==> src/rtl/blink_pkg.sv <==
// Shared definitions for the blink_bank LED channel bank.
package blink_pkg;

    localparam int unsigned MODE_W = 2;

    typedef enum logic [MODE_W-1:0] {
        OFF   = 2'd0,
        ON    = 2'd1,
        BLINK = 2'd2,
        PULSE = 2'd3
    } mode_t;

    // LED level for a channel given its mode, whether its counter sits at 0,
    // and its blink toggle state.
    function automatic logic led_decode(input mode_t mode, input logic cnt_zero,
                                        input logic tgl);
        logic led;
        case (mode)
            OFF:     led = 1'b0;
            ON:      led = 1'b1;
            BLINK:   led = tgl;
            PULSE:   led = cnt_zero;
            default: led = 1'b0;
        endcase
        return led;
    endfunction

endpackage

==> src/rtl/blink_chan.sv <==
// One LED channel: period counter, mode/period registers, blink toggle and
// registered led/tick outputs.
module blink_chan
    import blink_pkg::*;
#(
    parameter int unsigned CPT_W      = 16,
    parameter int unsigned DEF_PERIOD = 500,
    parameter mode_t       DEF_MODE   = BLINK
) (
    input  logic              clk,
    input  logic              rst,
    input  logic              base_tick,
    input  logic              wr,
    input  logic [MODE_W-1:0] wr_mode,
    input  logic [CPT_W-1:0]  wr_period,
    output logic              led,
    output logic              tick
);

    mode_t            mode_q, mode_n;
    logic [CPT_W-1:0] period_q, period_n;
    logic [CPT_W-1:0] cnt_q, cnt_n;
    logic [CPT_W-1:0] last;
    logic             tgl_q, tgl_n;
    logic             terminal;
    logic             tick_n;
    logic             led_n;

    // Next-state: a write overrides any terminal in the same cycle; the led
    // is decoded from the post-update state so it is valid the cycle after.
    always_comb begin
        mode_n   = mode_q;
        period_n = period_q;
        cnt_n    = cnt_q;
        tgl_n    = tgl_q;
        tick_n   = 1'b0;
        // period 0 behaves as period 1
        last     = (period_q == '0) ? '0 : period_q - CPT_W'(1);
        terminal = base_tick && (cnt_q == last);
        if (wr) begin
            mode_n   = mode_t'(wr_mode);
            period_n = wr_period;
            cnt_n    = '0;
            tgl_n    = 1'b0;
        end else begin
            tick_n = terminal;
            if (base_tick) begin
                cnt_n = terminal ? '0 : cnt_q + CPT_W'(1);
            end
            if (terminal) begin
                tgl_n = ~tgl_q;
            end
        end
        led_n = led_decode(mode_n, (cnt_n == '0), tgl_n);
    end

    // Channel state and registered outputs.
    always_ff @(posedge clk) begin
        if (rst) begin
            mode_q   <= DEF_MODE;
            period_q <= CPT_W'(DEF_PERIOD);
            cnt_q    <= '0;
            tgl_q    <= 1'b0;
            tick     <= 1'b0;
            led      <= led_decode(DEF_MODE, 1'b1, 1'b0);
        end else begin
            mode_q   <= mode_n;
            period_q <= period_n;
            cnt_q    <= cnt_n;
            tgl_q    <= tgl_n;
            tick     <= tick_n;
            led      <= led_n;
        end
    end

endmodule

==> src/rtl/blink_bank.sv <==
// Bank of NCH independent LED blink channels sharing one prescaler and a
// single-port configuration write interface.
module blink_bank
    import blink_pkg::*;
#(
    parameter int unsigned NCH        = 4,
    parameter int unsigned PRESCALE   = 50_000,
    parameter int unsigned CPT_W      = 16,
    parameter int unsigned DEF_PERIOD = 500,
    parameter mode_t       DEF_MODE   = BLINK
) (
    input  logic              CLK,
    input  logic              RST,
    input  logic              en,
    input  logic              cfg_we,
    input  logic [3:0]        cfg_ch,
    input  logic [1:0]        cfg_mode,
    input  logic [CPT_W-1:0]  cfg_period,
    output logic              cfg_ack,
    output logic              cfg_err,
    output logic [NCH-1:0]    led_o,
    output logic [NCH-1:0]    tick_o
);

    localparam int unsigned PS_W = (PRESCALE > 1) ? $clog2(PRESCALE) : 1;

    logic [PS_W-1:0] pre_q;
    logic            base_tick;
    logic            ch_valid;
    logic [NCH-1:0]  wr_sel;

    // Base tick on the last prescaler count while enabled.
    always_comb begin
        base_tick = en && (pre_q == PS_W'(PRESCALE - 1));
        ch_valid  = ({1'b0, cfg_ch} < 5'(NCH));
    end

    // Per-channel write select decode.
    always_comb begin
        wr_sel = '0;
        for (int unsigned i = 0; i < NCH; i++) begin
            wr_sel[i] = cfg_we && (cfg_ch == 4'(i));
        end
    end

    // Prescaler: frozen while en is low, untouched by writes.
    always_ff @(posedge CLK) begin
        if (RST) begin
            pre_q <= '0;
        end else if (en) begin
            pre_q <= base_tick ? '0 : pre_q + PS_W'(1);
        end
    end

    // Write acknowledge / reject pulses, one per write.
    always_ff @(posedge CLK) begin
        if (RST) begin
            cfg_ack <= 1'b0;
            cfg_err <= 1'b0;
        end else begin
            cfg_ack <= cfg_we && ch_valid;
            cfg_err <= cfg_we && !ch_valid;
        end
    end

    for (genvar g = 0; g < NCH; g++) begin : g_chan
        blink_chan #(
            .CPT_W      (CPT_W),
            .DEF_PERIOD (DEF_PERIOD),
            .DEF_MODE   (DEF_MODE)
        ) u_chan (
            .clk        (CLK),
            .rst        (RST),
            .base_tick  (base_tick),
            .wr         (wr_sel[g]),
            .wr_mode    (cfg_mode),
            .wr_period  (cfg_period),
            .led        (led_o[g]),
            .tick       (tick_o[g])
        );
    end

endmodule

==> config.mk <==
export PLATFORM = sky130hd
export DESIGN_NAME = blink_bank
export DESIGN_NICKNAME = d
export VERILOG_FILES = /design/src/rtl/blink_pkg.sv /design/src/rtl/blink_chan.sv /design/src/rtl/blink_bank.sv
export SDC_FILE = /design/constraint.sdc
export NUM_CORES = 1
export LEC_CHECK = 0
export ABC_CLOCK_PERIOD_IN_PS = 9900
export BUFFER_PORTS_ARGS = -buffer_cell sky130_fd_sc_hd__buf_2
export CAP_MARGIN = 30
export CORE_MARGIN = 8
export CORE_UTILIZATION = 41
export CTS_BUF_LIST = sky130_fd_sc_hd__clkbuf_2 sky130_fd_sc_hd__clkbuf_4 sky130_fd_sc_hd__clkbuf_8
export DETAILED_ROUTE_END_ITERATION = 12
export PLACE_DENSITY = 0.57
export RECOVER_POWER = 50
export SETUP_SLACK_MARGIN = 0.2
export SLEW_MARGIN = 20
export SYNTH_ARGS = -nofsm -noshare
export SYNTH_HDL_FRONTEND = slang
export SYNTH_SLANG_ARGS = --single-unit
==> constraint.sdc <==
create_clock -name CLK -period 9.9 [get_ports CLK]
set_input_delay 1.98 -clock CLK [delete_from_list [all_inputs] [get_ports CLK]]
set_output_delay 1.98 -clock CLK [all_outputs]
set_load 0.02 [all_outputs]
==> run metrics, run 1 <==
worst slew pin tran between 3 and 4 ns; Inserted Clock Buffers 17; slowest stage delay, CP ~2.4 ns; Inserted Diodes 0; crit-path leading delay family buffers and inverters; Area growth syn-to-layout 4.42%; Max FO, Critical Path 81; Vias per Instance just under 6; Die ar. 32800 µm²; worst setup path class in -> reg; Synth Area in Simple Gates 36.5%; CTS clk-pin slew, worst paths approximately 0.090 ns; routability cong. just under 0.9; largest net degree at the start of global routing around 80; Num Clock Sinks approximately 170; CP Cell Sequence clkbuf_1 > clkbuf_1 > nor2_1 > nand3_1 > mux2i_1 > nor3_1 > nor3_1; top cells by area, synth dfxtp_1 30%, nand2_1 7.7%, xnor2_1 5.5%, nor2_1 4.9%, xor2_1 4.9%; GRT overflow 0; Max Cap Viol 2; Synth Area in XOR/XNOR roughly 11%; Vias 10277; final WL between 30000 and 40000 µm; failing checks capacitance limit, slew limit; yosys synthesis warning count 0; post-route cell area ~12000 µm²; Yosys top cell by area dfxtp_1; post-cts sizing count 0; FMAX roughly 170 MHz; htree depth 4; Post-Layout Cell Count around 1800; RSZ-0062 raised after global routing no; mux cell area share after synthesis 1.20%; period utilization between 50 and 60%; total power between 1 and 1.5 mW; most common library cells after synthesis 229 x nand2_1, 166 x dfxtp_1, 146 x nor2_1; num rows 60; final setup violation count 0; Arrival @ worst endpoint about 6.2 ns; final hold violations 0; Synth top area share a little under 30%; die width between 150 and 200 µm; vias in the first global route about 9500; Async SR Flop Fraction 0%; cells after synthesis about 1500; root buffer cell clkbuf_8; worst vdd ir ~0.076 mV; Compound-Gate Fraction of Synth Area between 10% and 20%; share of cells above drive strength 1 roughly 7.5%; Final ANT Viol Nets 0; hold_buf cts 0; outcome finished with violations; Initial Util between 40% and 50%; Synth Flop Type dfxtp_1; Worst-Skew Late Latency 0.46 ns; static leakage about 3.9 nW; Seq/Total Area, Yosys 29.7%; I/O pin count 36; placed insts 1753; count leader, synth nand2_1; worst min path class reg -> reg; Clock Path Buffers 2; DPL Wire Length roughly 22000 µm; Avg WL per Cell 17.1 µm; syn_nets 1529; PwrDens ~110 nW/µm²; fin nets around 1500; Post-synth EDFFs 0; sum of negative setup slack 0 ns; Setup crit end kind flop; Cell variety after synth between 80 and 90; Setup crit start kind primary input; GRT Total Usage a little under a fifth; Worst path slowest cell clkbuf_1; 1st-iter DRT viols ~840; FILL cells 2759; # port buffers 35; flops & latches, synth roughly 170; Synth Area in Adders between 1 and 1.5%; CP required between 10 and 15 ns; Clock Skews ~0.017 ns; hold slack approximately 0.46 ns; mapped cell area between 10000 and 15000 µm²; largest family of logic cells by synthesized area simple AND/OR/NAND/NOR gates; core area 26900 µm²; Max Slew Vio Count 112; Post-CTS Setup Bufs 0; DRT Pass-1 Iters 7; slew margin rel. -119%; DRC Markers 0; first-pass GRT wire length approximately 50000 µm; fin crit period slightly below 6 ns; Avg Cell Area, Syn between 7 and 8 µm²; Post-DP Area roughly 11000 µm²; initial antenna violation count 0; CTS tree built; buffers plus inverters on the worst setup path 2; Die Height between 150 and 200 µm
[through the flow]
stage | util (%) | setup WS, ns
2_1_floorplan | - | 5.57
3_3_place_gp | 42.1 | 4.37
3_5_place_dp | 42.2 | 5.06
4_1_cts | 43.6 | 5.53
5_1_grt | 43.5 | 3.72
6_report | 43.5 | 4.10
[sequential cells by signal (all words and copies together), names as in the netlist]
register and cells:
g_chan.u_chan.cnt_q 64, g_chan.u_chan.period_q 64, pre_q 16, g_chan.u_chan.mode_q 8
g_chan.u_chan.led 4, g_chan.u_chan.tgl_q 4, g_chan.u_chan.tick 4, cfg_ack 1
cfg_err 1
[cell usage in the layout (no fill, tap or decap), types with 7 or more instances in the layout]
| cell type | netlist | final |
|---|---|---|
| a211oi_1 | 15 | 15 |
| a21oi_1 | 82 | 82 |
| a31oi_1 | 14 | 14 |
| a41oi_1 | 7 | 7 |
| and3_1 | 19 | 19 |
| and4_1 | 16 | 16 |
| buf_2 | 9 | 23 |
| clkbuf_1 | 89 | 15 |
| clkbuf_8 | 0 | 20 |
| dfxtp_1 | 166 | 166 |
| ha_1 | 9 | 9 |
| inv_1 | 29 | 29 |
| mux2i_1 | 10 | 10 |
| nand2_1 | 229 | 229 |
| nand2b_1 | 13 | 13 |
| nand3_1 | 54 | 54 |
| nand3b_1 | 32 | 32 |
| nand4_1 | 38 | 38 |
| nand4b_1 | 7 | 7 |
| nor2_1 | 146 | 146 |
| nor2b_1 | 7 | 7 |
| nor3_1 | 59 | 57 |
| nor3b_1 | 8 | 7 |
| nor4_1 | 25 | 25 |
| nor4b_1 | 12 | 12 |
| o21ai_0 | 34 | 34 |
| o31ai_1 | 11 | 11 |
| or2_2 | 15 | 15 |
| or3_1 | 31 | 31 |
| or4_1 | 18 | 18 |
| xnor2_1 | 70 | 70 |
| xor2_1 | 62 | 62 |
[path summary, 6_finish.rpt]
check | from | cells past startpoint | slack [ns] | endpoint
max | RST | 7 | 4.10 | g_chan[1].u_chan.led
min | g_chan[3].u_chan.mode_q[0] | 1 | 0.46 | g_chan[3].u_chan.led
max reg2reg | pre_q[6] | 10 | 5.53 | g_chan[3].u_chan.led
min reg2reg | g_chan[3].u_chan.mode_q[0] | 1 | 0.46 | g_chan[3].u_chan.led
[per-layer routing]
metal / up-vias / wire [µm] / GRT usage, %
met5: - / 0 / 0
met4: 0 / 681 / 5.58
met3: 40 / 1210 / 2.95
met2: 218 / 13600 / 28.1
met1: 4849 / 15000 / 25.7
li1: 5170 / - / -
[power by group]
part	internal (mW)	switching [mW]	total [mW]
Sequential	0.673	0.00922	0.682
Clock	0.225	0.259	0.484
Combinational	0.0241	0.0453	0.0694
[logic make-up (layout without fill, tap and decap cells)]
kind of cell	after synthesis	in the layout
buffers and inverters	156	105
adder cells (fa/ha/maj)	9	9
flip-flops	166	166
XOR/XNOR	137	137
AO/OA/AOI/OAI	243	243
multiplexers	13	13
AND/OR/NAND/NOR	770	770
[area by class of cell]
cell class	instances	area [µm²]	area share, %
clock buffer	23	298	2.55
sequential	166	3320	28.4
timing repair buffer	45	228	1.95
multi-input combinational	1172	7230	61.8
inverter	29	109	0.931
clock inverter	8	75.1	0.642
tap	341	427	3.65
(Power assumes the default switching activity.)
==> run 2: changes to the inputs <==
--- a/config.mk
+++ b/config.mk
@@ -5,7 +5,7 @@
 export SDC_FILE = /design/constraint.sdc
 export NUM_CORES = 1
 export LEC_CHECK = 0
-export ABC_CLOCK_PERIOD_IN_PS = 9900
+export ABC_CLOCK_PERIOD_IN_PS = 6000
 export BUFFER_PORTS_ARGS = -buffer_cell sky130_fd_sc_hd__buf_2
 export CAP_MARGIN = 30
 export CORE_MARGIN = 8
==> constraint.sdc (replaced) <==
create_clock -name CLK -period 6 [get_ports CLK]
set_input_delay 1.2 -clock CLK [delete_from_list [all_inputs] [get_ports CLK]]
set_output_delay 1.2 -clock CLK [all_outputs]
set_load 0.02 [all_outputs]
==> run metrics, run 2 (synthesized netlist as in run 1, its figures left out) <==
Top Registers g_chan.u_chan.cnt_q x64, g_chan.u_chan.period_q x64, pre_q x16 (unchanged); root buffer cell clkbuf_8 (unchanged); Area growth syn-to-layout 4.90% (was 4.42%); outcome finished with violations (unchanged); Hold Crit Endpoint g_chan[3].u_chan.led (unchanged); Inserted Clock Buffers 17 (unchanged); fin nets 1468 (was 1466); fin crit period approximately 4.3 ns; final core occ 43.7% (was 43.5%); FMAX between 200 and 250 MHz; worst min path class reg -> reg (unchanged); GRT overflow 0 (unchanged); buffers plus inverters on the worst setup path 2 (unchanged); PwrDens 182 nW/µm² (was 106 nW/µm²); # port buffers 35 (unchanged); largest net degree at the start of global routing 54 (was 82); first-pass GRT wire length 50100 µm (was 50200 µm); r2r setup slk 2.17 ns (was 5.53 ns); met2 global-route usage 28.9% (was 28.1%); Worst Reg-to-Reg Cells 11 (was 10); sum of negative setup slack 0 ns (unchanged); Setup crit end kind flop (unchanged); hold slack 0.462 ns (was 0.459 ns); core area 26900 µm² (unchanged); hold depth 1 (unchanged); static leakage 3.90 nW (was 3.89 nW); hold_buf cts 0 (unchanged); Num Clock Sinks 166 (unchanged); post-cts sizing count 0 (unchanged); crit-path leading delay family buffers and inverters (unchanged); Inserted Diodes 0 (unchanged); Final ANT Viol Nets 0 (unchanged); final WL 30700 µm (was 30500 µm); DRT Pass-1 Iters 5 (was 7); Clock Path Buffers 2 (unchanged); Worst path slowest cell clkbuf_1 (unchanged); Max FO, Critical Path 53 (was 81); CTS tree built (unchanged); period utilization a little under three quarters; vias in the first global route 9459 (was 9484); GRT Total Usage 18.4% (was 18.3%); num rows 60 (unchanged); Vias per Instance 5.86 (was 5.76); worst slew pin tran 2.20 ns (was 3.28 ns); Worst-Skew Late Latency 0.47 ns (was 0.46 ns); Die Height 181 µm (unchanged); die width 181 µm (unchanged); failing checks capacitance limit, slew limit (unchanged); Hold Crit Start g_chan[3].u_chan.mode_q[0] (unchanged); Avg WL per Cell 17.2 µm (was 17.1 µm); slew margin rel. -46.9% (was -119%); total power 2.14 mW (was 1.24 mW); worst vdd ir 0.130 mV (was 0.0755 mV); htree depth 4 (unchanged); reg2reg start g_chan[0].u_chan.period_q[0] (was pre_q[6]); CP Depth 7 (unchanged); Max Slew Vio Count 54 (was 112); Setup crit start kind primary input (unchanged); DRC Markers 0 (unchanged); commonest non-fill, non-tap cell in the layout nand2_1 (unchanged); Initial Util 41.6% (unchanged); final setup violation count 0 (unchanged); I/O pin count 36 (unchanged); DPL Wire Length 22600 µm (was 22300 µm); CTS clk-pin slew, worst paths 0.09 ns (about the same); GR peak layer met2 (unchanged); worst setup path class in -> reg (unchanged); Vias 10468 (was 10277); Arrival @ worst endpoint 4.61 ns (was 6.15 ns); RSZ-0062 raised after global routing no (unchanged); GR Util met1 25.4% (was 25.7%); most frequent cells in the layout 229 x nand2_1, 166 x dfxtp_1, 146 x nor2_1, 82 x a21oi_1, 70 x xnor2_1 (unchanged); CP Cell Sequence clkbuf_1 > clkbuf_1 > nor2_1 > nand3_1 > mux2i_1 > nor3_1 > nor3_1 (unchanged); Clock Skews 0.0157 ns (was 0.0167 ns); initial antenna violation count 1 (was 0); share of cells above drive strength 1 7.54% (was 7.48%); routability cong. 0.886 (was 0.880); reg2reg end g_chan[0].u_chan.cnt_q[14] (was g_chan[3].u_chan.led); slowest stage delay, CP 1.63 ns (was 2.35 ns); Max Cap Viol 1 (was 2); Post-CTS Setup Bufs 0 (unchanged); CP required 6.35 ns (was 10.25 ns); Die ar. 32800 µm² (unchanged); 1st-iter DRT viols 665 (was 844); final hold violations 0 (unchanged); met3 GRT Util 3.05% (was 2.95%)
## run 2: cell types whose count changed in the layout (fill, tap and decap cells not counted)
| cell | delta |
|---|---|
| buf_2 | -1 |
| clkinv_2 | -2 |
| clkbuf_2 | +1 |
| clkinvlp_4 | +2 |
| buf_4 | +1 |
| clkbuf_4 | -3 |
| buf_6 | -1 |
| bufinv_16 | +2 |
| clkbuf_8 | -3 |
| clkbuf_1 | +2 |
| clkinv_4 | -1 |
| inv_8 | +2 |
| inv_6 | +4 |
## run 2: worst max-delay path by stage
| stage | from | slack, ns | endpoint |
|---|---|---|---|
| floorplan | en | 2.45 | g_chan[1].u_chan.cnt_q[6] |
| global placement | en | 1.78 | g_chan[3].u_chan.led |
| global route | RST | 1.53 | g_chan[1].u_chan.led |
| CTS | en | 2.10 | g_chan[0].u_chan.led |
| detailed placement | en | 1.62 | g_chan[0].u_chan.led |
| finish | RST | 1.74 | g_chan[1].u_chan.led |
## run 2: area by class of cell
type / instances / area, µm²
well taps: 341 / 427
flip-flops and latches: 166 / 3320
clock buffers: 17 / 234
repair buffers: 47 / 231
clock inverters: 15 / 189
multi-input cells: 1172 / 7230
inverters: 29 / 109
fillers: 2761 / 15100
## run 2: where the power goes
group	switching [mW]	total, mW	internal, mW
Sequential	0.0154	1.13	1.11
Clock	0.474	0.895	0.421
Combinational	0.0748	0.114	0.0394
Total	0.564	2.14	1.57
## run 2: per-stage QoR
stage	setup WS (ns)	cells	area [µm²]
floorplan	2.45	1494	11200
global placement	1.78	1754	11300
detailed placement	1.62	1754	11300
CTS	2.10	1786	11800
global route	1.53	1787	11700
finish	1.74	1787	11700
## run 2: routing by layer
layer / up-vias / routed length, µm
li1: 5194 / -
met1: 5008 / 14800
met2: 225 / 14100
met3: 39 / 1280
met4: 2 / 563
met5: - / 13
